**config.mk**
```make
export PLATFORM = sky130hd
export DESIGN_NAME = minmax_stream
export DESIGN_NICKNAME = d
export VERILOG_FILES = /design/src/rtl/minmax_pkg.sv /design/src/rtl/minmax_cmp.sv /design/src/rtl/minmax_stream.sv
export SDC_FILE = /design/constraint.sdc
export NUM_CORES = 1
export LEC_CHECK = 0
export ABC_AREA = 1
export CORE_ASPECT_RATIO = 0.5
export CORE_MARGIN = 2
export CORE_UTILIZATION = 25
export DETAILED_ROUTE_END_ITERATION = 8
export GPL_TIMING_DRIVEN = 0
export SLEW_MARGIN = 10
export SYNTH_ARGS = -nofsm -noshare
export SYNTH_HDL_FRONTEND = slang
export SYNTH_SLANG_ARGS = --single-unit
export TNS_END_PERCENT = 10
```
**constraint.sdc**
```tcl
create_clock -name clk -period 2.6 [get_ports clk]
set_input_delay 0.52 -clock clk [delete_from_list [all_inputs] [get_ports clk]]
set_output_delay 0.52 -clock clk [all_outputs]
set_load 0.05 [all_outputs]
```
**src/rtl/minmax_pkg.sv**
```systemverilog
// Shared types and the compare rule used by both the parallel and the
// streaming min/max blocks.
package minmax_pkg;

    typedef enum logic [1:0] {
        IDLE,
        ACC,
        DONE
    } state_t;

    // Widest sample the shared compare function handles; callers extend
    // their W-bit samples to this width before calling minmax_wins.
    localparam int CMP_W = 64;

    // Value presented on the result port while no frame has completed.
    localparam logic [CMP_W-1:0] RESULT_RST = '0;

    // Returns 1 when a strictly beats b: less-than for min, greater-than
    // for max, signed or unsigned according to us.
    function automatic logic minmax_wins(
        input logic [CMP_W-1:0] a,
        input logic [CMP_W-1:0] b,
        input logic             us,
        input logic             mx
    );
        logic lt;
        logic gt;
        if (us) begin
            lt = $signed(a) < $signed(b);
            gt = $signed(a) > $signed(b);
        end else begin
            lt = a < b;
            gt = a > b;
        end
        return mx ? gt : lt;
    endfunction

endpackage

```
**src/rtl/minmax_cmp.sv**
```systemverilog
// Combinational strict-win compare of two W-bit samples.
module minmax_cmp
    import minmax_pkg::*;
#(
    parameter int W = 12
) (
    input  logic [W-1:0] a,
    input  logic [W-1:0] b,
    input  logic         us,
    input  logic         mx,
    output logic         win
);

    logic [CMP_W-1:0] a_ext;
    logic [CMP_W-1:0] b_ext;

    // Sign- or zero-extend so the wide compare matches a W-bit compare.
    always_comb begin
        if (us) begin
            a_ext = {{(CMP_W-W){a[W-1]}}, a};
            b_ext = {{(CMP_W-W){b[W-1]}}, b};
        end else begin
            a_ext = {{(CMP_W-W){1'b0}}, a};
            b_ext = {{(CMP_W-W){1'b0}}, b};
        end
    end

    assign win = minmax_wins(a_ext, b_ext, us, mx);

endmodule

```
**src/rtl/minmax_stream.sv**
```systemverilog
// Serial min/max tracker: one sample per accepted beat, up to NI samples
// per frame, result and winning index presented on a valid/ready port.
module minmax_stream
    import minmax_pkg::*;
#(
    parameter int W    = 12,
    parameter int NI   = 9,
    parameter int IDXW = $clog2(NI),
    parameter int CFG  = 0
) (
    input  logic            clk,
    input  logic            rst_n,
    input  logic            in_valid,
    output logic            in_ready,
    input  logic [W-1:0]    in_data,
    input  logic            in_last,
    input  logic            us_sel,
    input  logic            min_max_sel,
    output logic            out_valid,
    input  logic            out_ready,
    output logic [W-1:0]    result,
    output logic [IDXW-1:0] index,
    output logic [IDXW:0]   count
);

    localparam logic [IDXW:0] CNT_MAX = (IDXW+1)'(NI);

    state_t          state;
    logic [W-1:0]    acc_val;
    logic [IDXW-1:0] acc_idx;
    logic [IDXW:0]   cnt;
    logic [IDXW:0]   cnt_inc;
    logic            frame_us;
    logic            frame_mx;
    logic            accept;
    logic            wins;

    // in_ready depends on state only, so there is no path from out_ready.
    assign in_ready = (state != DONE);
    assign accept   = in_valid && in_ready;
    assign cnt_inc  = cnt + (IDXW+1)'(1);

    minmax_cmp #(
        .W(W)
    ) u_cmp (
        .a  (in_data),
        .b  (acc_val),
        .us (frame_us),
        .mx (frame_mx),
        .win(wins)
    );

    assign result = acc_val;
    assign count  = cnt;
    assign index  = (CFG == 1) ? '0 : acc_idx;

    // Frame FSM: load on first beat, accumulate strict wins, hold until taken.
    always_ff @(posedge clk or negedge rst_n) begin
        if (!rst_n) begin
            state     <= IDLE;
            out_valid <= 1'b0;
            acc_val   <= RESULT_RST[W-1:0];
            acc_idx   <= '0;
            cnt       <= '0;
            frame_us  <= 1'b0;
            frame_mx  <= 1'b0;
        end else begin
            case (state)
                IDLE: begin
                    if (accept) begin
                        acc_val  <= in_data;
                        acc_idx  <= '0;
                        cnt      <= (IDXW+1)'(1);
                        frame_us <= us_sel;
                        frame_mx <= min_max_sel;
                        if (in_last) begin
                            state     <= DONE;
                            out_valid <= 1'b1;
                        end else begin
                            state <= ACC;
                        end
                    end
                end
                ACC: begin
                    if (accept) begin
                        if (wins) begin
                            acc_val <= in_data;
                            acc_idx <= cnt[IDXW-1:0];
                        end
                        cnt <= cnt_inc;
                        if (in_last || (cnt_inc == CNT_MAX)) begin
                            state     <= DONE;
                            out_valid <= 1'b1;
                        end
                    end
                end
                DONE: begin
                    if (out_ready) begin
                        state     <= IDLE;
                        out_valid <= 1'b0;
                    end
                end
                default: begin
                    state     <= IDLE;
                    out_valid <= 1'b0;
                end
            endcase
        end
    end

endmodule

```
==> impl_summary.txt, run 1 <==
----------------------------------------------------
[Global route]
  Global-route total usage across every layer ... 0.1076
  GRT overflow ... 0
  Largest net degree at the start of global routing ... 27
  Initial antenna violation count ... 0
  Global-route wire length before repair ... 5851 um
  Vias in the first global route ... 1292

[Status]
  Run status ... complete, no violations

[Floorplanning]
  Floorplan die area ... 6859 um2
  Io pins ... 42
  Die Span X ... 115.1 um
  Initial standard-cell utilization of the core ... 0.2571
  Area of the core ... approximately 6000 um2
  Number of rows created at floorplan ... 20
  Floorplan die height ... 59.57 um

[Layout]
  Ratio of cells with drive above 1 in the final layout ... 0.05021
  Final design instance area without fill ... 2151 um2
  Antenna diode count ... 0
  Growth of design area from synthesis to finish ... 39.30%
  # fillers ... 617
  Final-stage net count ... 274

[Drt]
  Iteration-0 DRC Markers ... 94
  Pre-Repair DR Iteration Count ... 4
  Via-to-Cell Ratio ... 4.364
  Residual DRC count ... 0
  Remaining antenna violation count ... 0
  Final wirelength ... roughly 3500 um
  Wire per inst ... 11.13 um
  Vias after detailed routing ... 1379

[Power and ir drop]
  Post-route total power ... 2.807 mW
  Cell leakage power ... 1.065 nW
  Power Density ... around 1300 nW/um2
  Worst IR Drop VDD ... 0.4227 mV

[Logic synthesis]
  Sequential area share after synthesis ... 0.4214
  Area share of fa/ha/maj cells after synthesis ... 0.1216
  Fraction of post-synthesis cell area in the top cell type by area ... 0.4214
  Post-synthesis simple-gate area fraction ... 0.2820
  Main area contributors after synthesis ... sky130_fd_sc_hd__dfrtp_1 42%, sky130_fd_sc_hd__nand2_1 14%, sky130_fd_sc_hd__ha_1 12%, sky130_fd_sc_hd__nand3_1 7.5%, sky130_fd_sc_hd__inv_1 6.3%
  Most instantiated flip-flop cell in the synthesis netlist ... sky130_fd_sc_hd__dfrtp_1
  Distinct cells, synth ... 24
  Post-synthesis average cell area ... between 7 and 8 um2
  Xor-xnor portion of the synthesized cell area ... 0.02269
  Compound-gate portion of the synthesized area ... 0.06402
  Number of flops mapped to enable cells by yosys ... 0
  Cell type with the highest aggregate area in the netlist ... sky130_fd_sc_hd__dfrtp_1
  Top-count cell post-synth ... sky130_fd_sc_hd__nand2_1
  Asr flop ratio synth ... 1.000
  Most instantiated cells after synthesis ... 58 x sky130_fd_sc_hd__nand2_1, 26 x sky130_fd_sc_hd__dfrtp_1, 26 x sky130_fd_sc_hd__inv_1
  Net count after synthesis ... 228
  Multiplexer area fraction after synthesis ... 0.007293
  Post-Syn Area ... 1544 um2
  YS warnings ... 0
  Main combinational cell family by area after synthesis ... simple AND/OR/NAND/NOR gates
  Register bit total from synthesis ... 26
  Cells after synthesis ... between 150 and 200

[Timing]
  Hold violation count in the final report ... 0
  Time the worst path needs with I/O delays and setup ... 2.335 ns
  Setup TNS ... 0 ns
  Max Slew Vio Count ... 0
  Final-report setup violation count ... 0
  Worst slew pin tran ... 0.6266 ns
  Unrepaired setup endpoints after global routing ... false
  Timing-limited maximum frequency ... 0.4282 GHz
  Part of the cycle the worst path needs ... 0.8981
  Worst setup margin ... 0.2649 ns
  Post-Route Skew ... 0.002133 ns
  Worst slew margin relative to its limit ... 0.5823

[Worst setup path]
  Required time at the worst-slack endpoint ... 2.75 ns
  Top fanout value on the critical path ... 10
  Type of the worst setup path ... input pin to flop
  Data arrival time at the worst-slack endpoint ... about 2.5 ns
  Worst r2r path cells ... 14
  Critical Path Start Type ... input pin
  Worst Setup End Kind ... flop

[CTS]
  Clock Latency Late Sink ... approximately 0.26 ns
  Clock root cell ... sky130_fd_sc_hd__clkbuf_16
  Clock buffer count from CTS ... 3
  Number of buffers on the longest clock path ... 2
  Cts-stage hold buffer count ... 0
  Number of levels in the clock H-tree ... 1
  Post-CTS setup-driven buffer insertion count ... 0
  # resized after CTS ... 0
  Clock Sink Count ... 26
  Clock transition at the registers of the reported paths ... 0.07 ns
  Clock tree from TritonCTS ... done

[Placement]
  Total of buffers placed on input and output ports ... 41
  Placer's final routability congestion estimate ... between 0.8 and 0.9
  Placed wire-length estimate ... 2675 um
  Placement Cell Area ... between 2000 and 2500 um2
  Worst slack at placement ... between 0.008 and 0.009 ns

[Worst hold path]
  Worst min-delay path class ... input pin to asynchronous set/reset pin

[Run]
  Total of max-cap violations ... 0

----------------------------------------------------
[power by group]
group	total [mW]	internal (mW)	switching [mW]
combinational	1.64	0.571	1.07
sequential	0.711	0.570	0.141
clock	0.452	0.306	0.146
[kinds of logic after synthesis]
group           after synthesis
flops                        26
compound gates               17
simple gates                101
buf+inv                      30
mux                           1
xor+xnor                      4
fa+ha+maj                    15
[critical path, stage by stage]
cell                              delay [ns]
sky130_fd_sc_hd__clkdlybuf4s50_1        0.44
sky130_fd_sc_hd__ha_1                   0.33
sky130_fd_sc_hd__a21oi_2                0.14
sky130_fd_sc_hd__nor2_1                 0.05
sky130_fd_sc_hd__nor2_1                 0.10
sky130_fd_sc_hd__nand2_1                0.07
sky130_fd_sc_hd__nand2_1                0.06
sky130_fd_sc_hd__nand2_1                0.05
sky130_fd_sc_hd__nand2_1                0.07
sky130_fd_sc_hd__nand2_1                0.05
sky130_fd_sc_hd__nand2_1                0.10
sky130_fd_sc_hd__nand3_4                0.14
sky130_fd_sc_hd__clkbuf_4               0.23
sky130_fd_sc_hd__nand3_1                0.08
sky130_fd_sc_hd__nand2_1                0.07
[placed cells by master (no fill, tap or decap), types with 5 or more instances in the layout]
master                             n
sky130_fd_sc_hd__o21ai_0           6
sky130_fd_sc_hd__a21oi_1           5
sky130_fd_sc_hd__nor2_1           16
sky130_fd_sc_hd__nand3_1          23
sky130_fd_sc_hd__clkdlybuf4s50_1  40
sky130_fd_sc_hd__inv_1            26
sky130_fd_sc_hd__dfrtp_1          26
sky130_fd_sc_hd__nand2_1          58
sky130_fd_sc_hd__ha_1             15
[stage by stage]
step	utilization	hold WS (ns)	cells
after global routing	0.3581	0.3146	316
after detailed placement	0.3415	0.4660	312
after floorplan	-	0.2244	194
final	0.3581	0.2714	316
after global placement	0.3415	0.4579	312
after CTS	0.3590	0.4836	316
[worst paths after layout]
path | endpoint | slack, ns | from
min in group clk | out_valid | 0.48 | out_valid
setup reg to reg | result[2] | 0.58 | result[7]
hold / removal | count[1] | 0.27 | rst_n
max in group asynchronous | result[2] | 1.92 | rst_n
setup / recovery | result[2] | 0.26 | in_data[5]
hold reg to reg | out_valid | 0.48 | out_valid
[final cells by class]
type / instances / area, um2 / share of cell area
buffer: 4 / 27.53 / 0.01280
clock buffer: 3 / 75.07 / 0.03490
clock inverter: 1 / 30.03 / 0.01396
inverter: 26 / 97.59 / 0.04538
multi-input combinational: 138 / 768.2 / 0.3572
sequential: 26 / 650.6 / 0.3025
tap: 77 / 96.34 / 0.04479
timing repair buffer: 41 / 405.4 / 0.1885
[flip-flops by register name (all words and copies together), names as in the netlist]
name       cells
count          5
out_valid      1
result        12
state          2
index          4
frame_mx       1
frame_us       1
[routing by layer]
layer	track usage	routed length, um	vias up
li1	-	-	709
met2	0.1874	1661	21
met1	0.1378	1714	647
met5	0	0	-
met3	0.02761	123	2
met4	0.02065	17	0
Power figures use the tool's default switching activity.
==> inputs of run 2 (changes only) <==
Settings changed: CORE_MARGIN 2 to 1.
Clock period 2.6 ns to 2.9 ns, I/O delays scaled along.
==> run 2 against run 1 <==
Count of clock-buffer cells in the layout stayed put. Design area is 0.23% lower. Combinational power is 10% lower. Register-to-register slack better by 0.33 ns. Non-clock buffer count stayed put. Global-route usage is 0.31 points higher. Routed wire length hardly changed. Die area is 5.0% lower.
==> impl_summary.txt, run 2 (synthesized netlist as in run 1, its figures left out) <==
----------------------------------------------------
[Worst setup path]
  Top fanout value on the critical path ... 10 (unchanged)
  Data arrival time at the worst-slack endpoint ... 2.51 ns (+0.02 ns)
  Type of the worst setup path ... input pin to flop
  Critical Path Start Type ... input pin
  Worst Setup End Kind ... flop
  Required time at the worst-slack endpoint ... 3.05 ns (+0.30 ns)

[Global route]
  Initial antenna violation count ... 0 (unchanged)
  Largest net degree at the start of global routing ... 27 (unchanged)
  Global-route wire length before repair ... 5733 um (-2.0%)
  Global-route total usage across every layer ... 0.1107 (+0.003080)
  GRT overflow ... 0 (unchanged)
  Vias in the first global route ... 1261 (-2.4%)

[Floorplanning]
  Initial standard-cell utilization of the core ... 0.2706 (+0.01353)
  Area of the core ... 5705 um2 (-5.0%)
  Floorplan die area ... 6513 um2 (-5.0%)
  Die Span X ... 113.1 um (-1.7%)
  Number of rows created at floorplan ... 19 (-5.0%)
  Floorplan die height ... 57.57 um (-3.4%)
  Io pins ... 42 (unchanged)

[Timing]
  Setup TNS ... 0 ns (unchanged)
  Part of the cycle the worst path needs ... 0.8127
  Hold violation count in the final report ... 0 (unchanged)
  Final-report setup violation count ... 0 (unchanged)
  Unrepaired setup endpoints after global routing ... false
  Post-Route Skew ... 0.001713 ns (-0.0004208 ns)
  Timing-limited maximum frequency ... 0.4243 GHz
  Worst slew margin relative to its limit ... 0.6061 (+0.02382)
  Worst slew pin tran ... 0.5909 ns (-0.03573 ns)
  Max Slew Vio Count ... 0 (unchanged)
  Time the worst path needs with I/O delays and setup ... 2.357 ns

[Layout]
  Leading cell type in the layout, fill and taps excluded ... sky130_fd_sc_hd__nand2_1
  Growth of design area from synthesis to finish ... 38.98%
  Flip-flop count of the largest register, all copies and words added ... 12 (unchanged)
  Antenna diode count ... 0 (unchanged)
  Final-stage net count ... 274 (unchanged)
  Ratio of cells with drive above 1 in the final layout ... 0.05021 (unchanged)
  Most frequent cells in the layout ... 58 x sky130_fd_sc_hd__nand2_1, 40 x sky130_fd_sc_hd__clkdlybuf4s50_1, 26 x sky130_fd_sc_hd__inv_1, 26 x sky130_fd_sc_hd__dfrtp_1, 23 x sky130_fd_sc_hd__nand3_1

[CTS]
  Cts-stage hold buffer count ... 0 (unchanged)
  Clock buffer count from CTS ... 3 (unchanged)
  Number of levels in the clock H-tree ... 1 (unchanged)
  Clock Latency Late Sink ... 0.26 ns (about the same)
  Clock Sink Count ... 26 (unchanged)
  Post-CTS setup-driven buffer insertion count ... 0 (unchanged)
  Clock transition at the registers of the reported paths ... 0.07 ns (about the same)
  Clock root cell ... sky130_fd_sc_hd__clkbuf_16
  # resized after CTS ... 0 (unchanged)
  Clock tree from TritonCTS ... done
  Number of buffers on the longest clock path ... 2 (unchanged)

[Drt]
  Vias after detailed routing ... 1369 (-0.73%)
  Pre-Repair DR Iteration Count ... 4 (unchanged)
  Final wirelength ... 3519 um (about the same)
  Remaining antenna violation count ... 0 (unchanged)
  Via-to-Cell Ratio ... 4.388 (+0.55%)
  Residual DRC count ... 0 (unchanged)
  Iteration-0 DRC Markers ... 68 (-28%)
  Wire per inst ... 11.28 um (+1.4%)

[Power and ir drop]
  Cell leakage power ... 1.065 nW (unchanged)
  Worst IR Drop VDD ... 0.3658 mV (-13%)
  Post-route total power ... 2.511 mW (-11%)
  Power Density ... 1170 nW/um2 (-10%)

[Status]
  Run status ... complete, no violations

[Placement]
  Placer's final routability congestion estimate ... 0.8096 (+0.91%)
  Total of buffers placed on input and output ports ... 41 (unchanged)
  Placed wire-length estimate ... 2731 um (+2.1%)

[Worst hold path]
  Worst min-delay path class ... input pin to asynchronous set/reset pin

[Run]
  Total of max-cap violations ... 0 (unchanged)

----------------------------------------------------
## run 2: cell counts in the layout (fill, tap and decap cells not counted)
Identical to the previous run, type by type.
## run 2: worst max-delay path, cell delays in order
cell,delay (ns)
sky130_fd_sc_hd__clkdlybuf4s50_1,0.44
sky130_fd_sc_hd__ha_1,0.32
sky130_fd_sc_hd__nand2_1,0.07
sky130_fd_sc_hd__nor2_1,0.17
sky130_fd_sc_hd__nand2_1,0.07
sky130_fd_sc_hd__nand2_1,0.06
sky130_fd_sc_hd__nand2_1,0.05
sky130_fd_sc_hd__nand2_1,0.05
sky130_fd_sc_hd__nand2_1,0.06
sky130_fd_sc_hd__nand3_1,0.12
sky130_fd_sc_hd__nand3_4,0.15
sky130_fd_sc_hd__clkbuf_4,0.23
sky130_fd_sc_hd__nand3_1,0.08
sky130_fd_sc_hd__nand2_1,0.06
## run 2: power by group
group	total (mW)	internal, mW	switching [mW]
registers	0.640	0.511	0.129
clock network	0.405	0.275	0.130
logic	1.47	0.512	0.955
total	2.51	1.30	1.21
## run 2: area by class of cell
class / count / area (um2)
fill: 575 / 3560
multi-input combinational: 138 / 768.2
sequential: 26 / 650.6
timing repair buffer: 41 / 405.4
inverter: 26 / 97.59
tap: 73 / 91.34
clock buffer: 3 / 75.07
clock inverter: 1 / 30.03
buffer: 4 / 27.53
## run 2: final timing paths
check / end / from / slack [ns] / cells after the start
setup / recovery: result[2] / in_data[7] / 0.54 / 14
hold / removal: count[3] / rst_n / 0.31 / 1
setup reg to reg: result[2] / result[7] / 0.91 / 14
hold reg to reg: index[1] / index[1] / 0.47 / 2
max in group asynchronous: result[10] / rst_n / 2.19 / 1
min in group clk: index[1] / index[1] / 0.47 / 2
## run 2: layer usage
layer | up-vias | share of wire | global-route usage
met5 | - | 0 | 0
met4 | 0 | 0.0068 | 0.02256
met3 | 4 | 0.027 | 0.02125
met2 | 17 | 0.47 | 0.1858
met1 | 640 | 0.50 | 0.1502
li1 | 708 | - | -
## run 2: through the flow
stage          utilization  cells  hold slack [ns]  setup slack (ns)  area, um2
3_3_place_gp        0.3586    308           0.4568            0.2818       2046
4_1_cts             0.3770    312           0.4817            0.5032       2151
3_5_place_dp        0.3586    308           0.4657            0.2413       2046
2_1_floorplan            -    194           0.2844            0.7772       1544
5_1_grt             0.3761    312           0.3723            0.2972       2146
6_report            0.3761    312           0.3130            0.5432       2146
==> inputs of run 3 (changes only) <==
Clock period 2.9 ns to 1.9 ns, I/O delays scaled along.
==> run 3 against run 2 <==
Register-to-register slack got worse by 0.97 ns. First-iteration DRC count fell by 46%. Die area is the same. Combinational power up 88%. Critical path type unchanged. Routed wire length is 9.9% higher. Worst hold slack lost 0.20 ns. Sequential power grew 58%. Highest routed layer unchanged. Clock power increased by 54%. Non-clock buffer count rose by 10. Critical endpoint is now result[8]. Count of clock-buffer cells in the layout is the same. Clock skew increased by 0.0016 ns. The run now ends with negative setup slack left.
==> impl_summary.txt, run 3 (synthesized netlist as in run 1, its figures left out) <==
----------------------------------------------------
[Timing]
  Worst slew margin relative to its limit ... 0.5993 (-0.006803)
  Part of the cycle the worst path needs ... 1.033
  Timing-limited maximum frequency ... 0.5096 GHz
  Worst setup margin ... -0.06219 ns (-0.6054 ns)
  Worst slew pin tran ... 0.6011 ns (+0.01020 ns)
  Unrepaired setup endpoints after global routing ... true
  Max Slew Vio Count ... 0 (unchanged)
  Time the worst path needs with I/O delays and setup ... 1.962 ns
  Hold violation count in the final report ... 0 (unchanged)
  Final-report setup violation count ... 16 (+16)
  Post-Route Skew ... 0.003328 ns (+0.001615 ns)

[CTS]
  Clock buffer count from CTS ... 3 (unchanged)
  Cts-stage hold buffer count ... 0 (unchanged)
  Number of buffers on the longest clock path ... 2 (unchanged)
  Clock root cell ... sky130_fd_sc_hd__clkbuf_16
  Clock Sink Count ... 26 (unchanged)
  Number of levels in the clock H-tree ... 1 (unchanged)
  Clock transition at the registers of the reported paths ... 0.07 ns (about the same)
  Clock Latency Late Sink ... 0.26 ns (about the same)
  Clock tree from TritonCTS ... done

[Global route]
  Largest net degree at the start of global routing ... 27 (unchanged)
  Global-route total usage across every layer ... 0.1164 (+0.005724)
  GRT overflow ... 0 (unchanged)
  Global-route wire length before repair ... 5947 um (+3.7%)
  Vias in the first global route ... 1324 (+5.0%)
  Initial antenna violation count ... 0 (unchanged)

[Floorplanning]
  Io pins ... 42 (unchanged)
  Floorplan die area ... 6513 um2 (unchanged)
  Area of the core ... 5705 um2 (unchanged)
  Die Span X ... 113.1 um (unchanged)
  Initial standard-cell utilization of the core ... 0.2706 (unchanged)
  Number of rows created at floorplan ... 19 (unchanged)
  Floorplan die height ... 57.57 um (unchanged)

[Worst setup path]
  Data arrival time at the worst-slack endpoint ... 2.16 ns (-0.35 ns)
  Worst path slowest cell ... sky130_fd_sc_hd__clkdlybuf4s50_1
  Flop-to-flop setup slack ... -0.06 ns (-0.97 ns)
  Reg-to-reg critical path startpoint ... result[3]
  Worst r2r path cells ... 18 (+4)
  Worst Setup EP ... result[8]
  Required time at the worst-slack endpoint ... 2.10 ns (-0.95 ns)
  Type of the worst setup path ... input pin to flop
  Total number of cells along the worst setup path ... 6 (-8)
  Cell family contributing the most delay on the critical path ... buffers and inverters
  Critical path, cell by cell ... clkdlybuf4s50_1, inv_1, nor2_1, clkbuf_1, nand3_1, nand2_1
  Highest cell delay on the worst timing path ... 0.58 ns (+0.14 ns)
  Number of buffer and inverter stages on the critical path ... 3 (+1)
  Critical Path Source ... in_valid
  Top fanout value on the critical path ... 10 (unchanged)
  Capturing point of the worst reg2reg path ... result[0]
  Critical Path Start Type ... input pin
  Worst Setup End Kind ... flop

[Power and ir drop]
  Worst IR Drop VDD ... 0.5158 mV (+41%)
  Cell leakage power ... 1.229 nW (+15%)
  Post-route total power ... 4.385 mW (+75%)
  Power Density ... 1812 nW/um2 (+55%)

[Drt]
  Residual DRC count ... 0 (unchanged)
  Iteration-0 DRC Markers ... 37 (-46%)
  Vias after detailed routing ... 1419 (+3.7%)
  Remaining antenna violation count ... 0 (unchanged)
  Via-to-Cell Ratio ... 4.407 (+0.43%)
  Final wirelength ... 3868 um (+9.9%)
  Pre-Repair DR Iteration Count ... 4 (unchanged)
  Wire per inst ... 12.01 um (+6.5%)

[Layout]
  Antenna diode count ... 0 (unchanged)
  Area occupied by multi-input gates ... 912.1 um2 (+19%)
  Leading cell type in the layout, fill and taps excluded ... sky130_fd_sc_hd__nand2_1
  Growth of design area from synthesis to finish ... 56.73%
  Final-stage net count ... 284 (+3.6%)
  Most frequent cells in the layout ... 46 x sky130_fd_sc_hd__nand2_1, 21 x sky130_fd_sc_hd__nand3_1, 21 x sky130_fd_sc_hd__clkdlybuf4s50_1, 20 x sky130_fd_sc_hd__inv_1, 14 x sky130_fd_sc_hd__dfrtp_1
  Utilization after layout ... 0.4241 (+0.04803)
  Ratio of cells with drive above 1 in the final layout ... 0.2570 (+0.2068)
  Flip-flop count of the largest register, all copies and words added ... 12 (unchanged)
  Footprint of the flip-flops and latches ... 665.6 um2 (+2.3%)
  # fillers ... 559 (-2.8%)

[Placement]
  Placed wire-length estimate ... 2789 um (+2.1%)
  Total of buffers placed on input and output ports ... 41 (unchanged)
  Placer's final routability congestion estimate ... 0.8026 (-0.86%)

[Worst hold path]
  Worst min-delay path class ... input pin to asynchronous set/reset pin

[Status]
  Violations in the final reports ... negative setup slack
  Run status ... finished with violations

[Run]
  Total of max-cap violations ... 0 (unchanged)

----------------------------------------------------
-- run 3: power breakdown --
| part | internal [mW] | switching, mW | total, mW |
|---|---|---|---|
| Combinational | 1.08 | 1.68 | 2.76 |
| Sequential | 0.803 | 0.203 | 1.01 |
| Clock | 0.420 | 0.202 | 0.622 |
| Total | 2.30 | 2.08 | 4.38 |
-- run 3: worst register-to-register path: stages, from the launching register on --
cell	delay, ns
sky130_fd_sc_hd__dfrtp_2	0.39
sky130_fd_sc_hd__inv_2	0.05
sky130_fd_sc_hd__ha_4	0.27
sky130_fd_sc_hd__nand2_4	0.05
sky130_fd_sc_hd__inv_2	0.04
sky130_fd_sc_hd__nand2_1	0.04
sky130_fd_sc_hd__nand2_1	0.05
sky130_fd_sc_hd__nand2_1	0.05
sky130_fd_sc_hd__nand2_1	0.06
sky130_fd_sc_hd__nand2_1	0.05
sky130_fd_sc_hd__nand2_1	0.08
sky130_fd_sc_hd__nand2_2	0.07
sky130_fd_sc_hd__nand2_2	0.06
sky130_fd_sc_hd__nand2_2	0.06
sky130_fd_sc_hd__nand3_4	0.14
sky130_fd_sc_hd__nand2_8	0.09
sky130_fd_sc_hd__clkbuf_16	0.20
sky130_fd_sc_hd__nand2_2	0.05
sky130_fd_sc_hd__nand2_1	0.05
-- run 3: final cells by class --
class                   instances  share of cell area
multi-input cells             138              0.3769
clock inverters                 1             0.01241
well taps                      73             0.03775
flip-flops and latches         26              0.2751
plain buffers                   4             0.01603
clock buffers                   3             0.03102
inverters                      26             0.04033
repair buffers                 51              0.2104
-- run 3: worst min-delay path by stage --
stage / startpoint / end / slack (ns) / depth (start not counted)
finish: rst_n / count[3] / 0.11 / 1
global placement: index[1] / index[1] / 0.46 / 2
CTS: index[2] / index[2] / 0.48 / 2
detailed placement: index[2] / index[2] / 0.46 / 2
global route: rst_n / count[3] / 0.18 / 1
floorplan: rst_n / count[0] / 0.08 / 0
-- run 3: repair_timing --
item | 4_1_cts | 5_1_grt
endpoints found under the setup margin | 19 | 20
resized for setup | 16 | 29
gates cloned | 0 | 1
pin swaps | 3 | 15
setup buffers | 2 | 7
-- run 3: through the flow --
stage / worst slack [ns] / std cells / area, um2 / hold WS [ns] / TNS (ns)
floorplan: -0.05812 / 194 / 1613 / 0.08441 / -0.5486
global placement: -0.5518 / 308 / 2115 / 0.4579 / -8.704
detailed placement: -0.6028 / 308 / 2115 / 0.4621 / -10.22
CTS: -0.1276 / 314 / 2243 / 0.4791 / -1.414
global route: -0.1813 / 322 / 2420 / 0.1762 / -2.584
finish: -0.06219 / 322 / 2420 / 0.1115 / -0.5870
-- run 3: metal layers --
metal / wire length, um / GRT usage / share of wire
met1: 1822 / 0.1420 / 0.47
met2: 1850 / 0.2112 / 0.48
met3: 157 / 0.02338 / 0.041
met4: 37 / 0.03383 / 0.0096
met5: 0 / 0 / 0
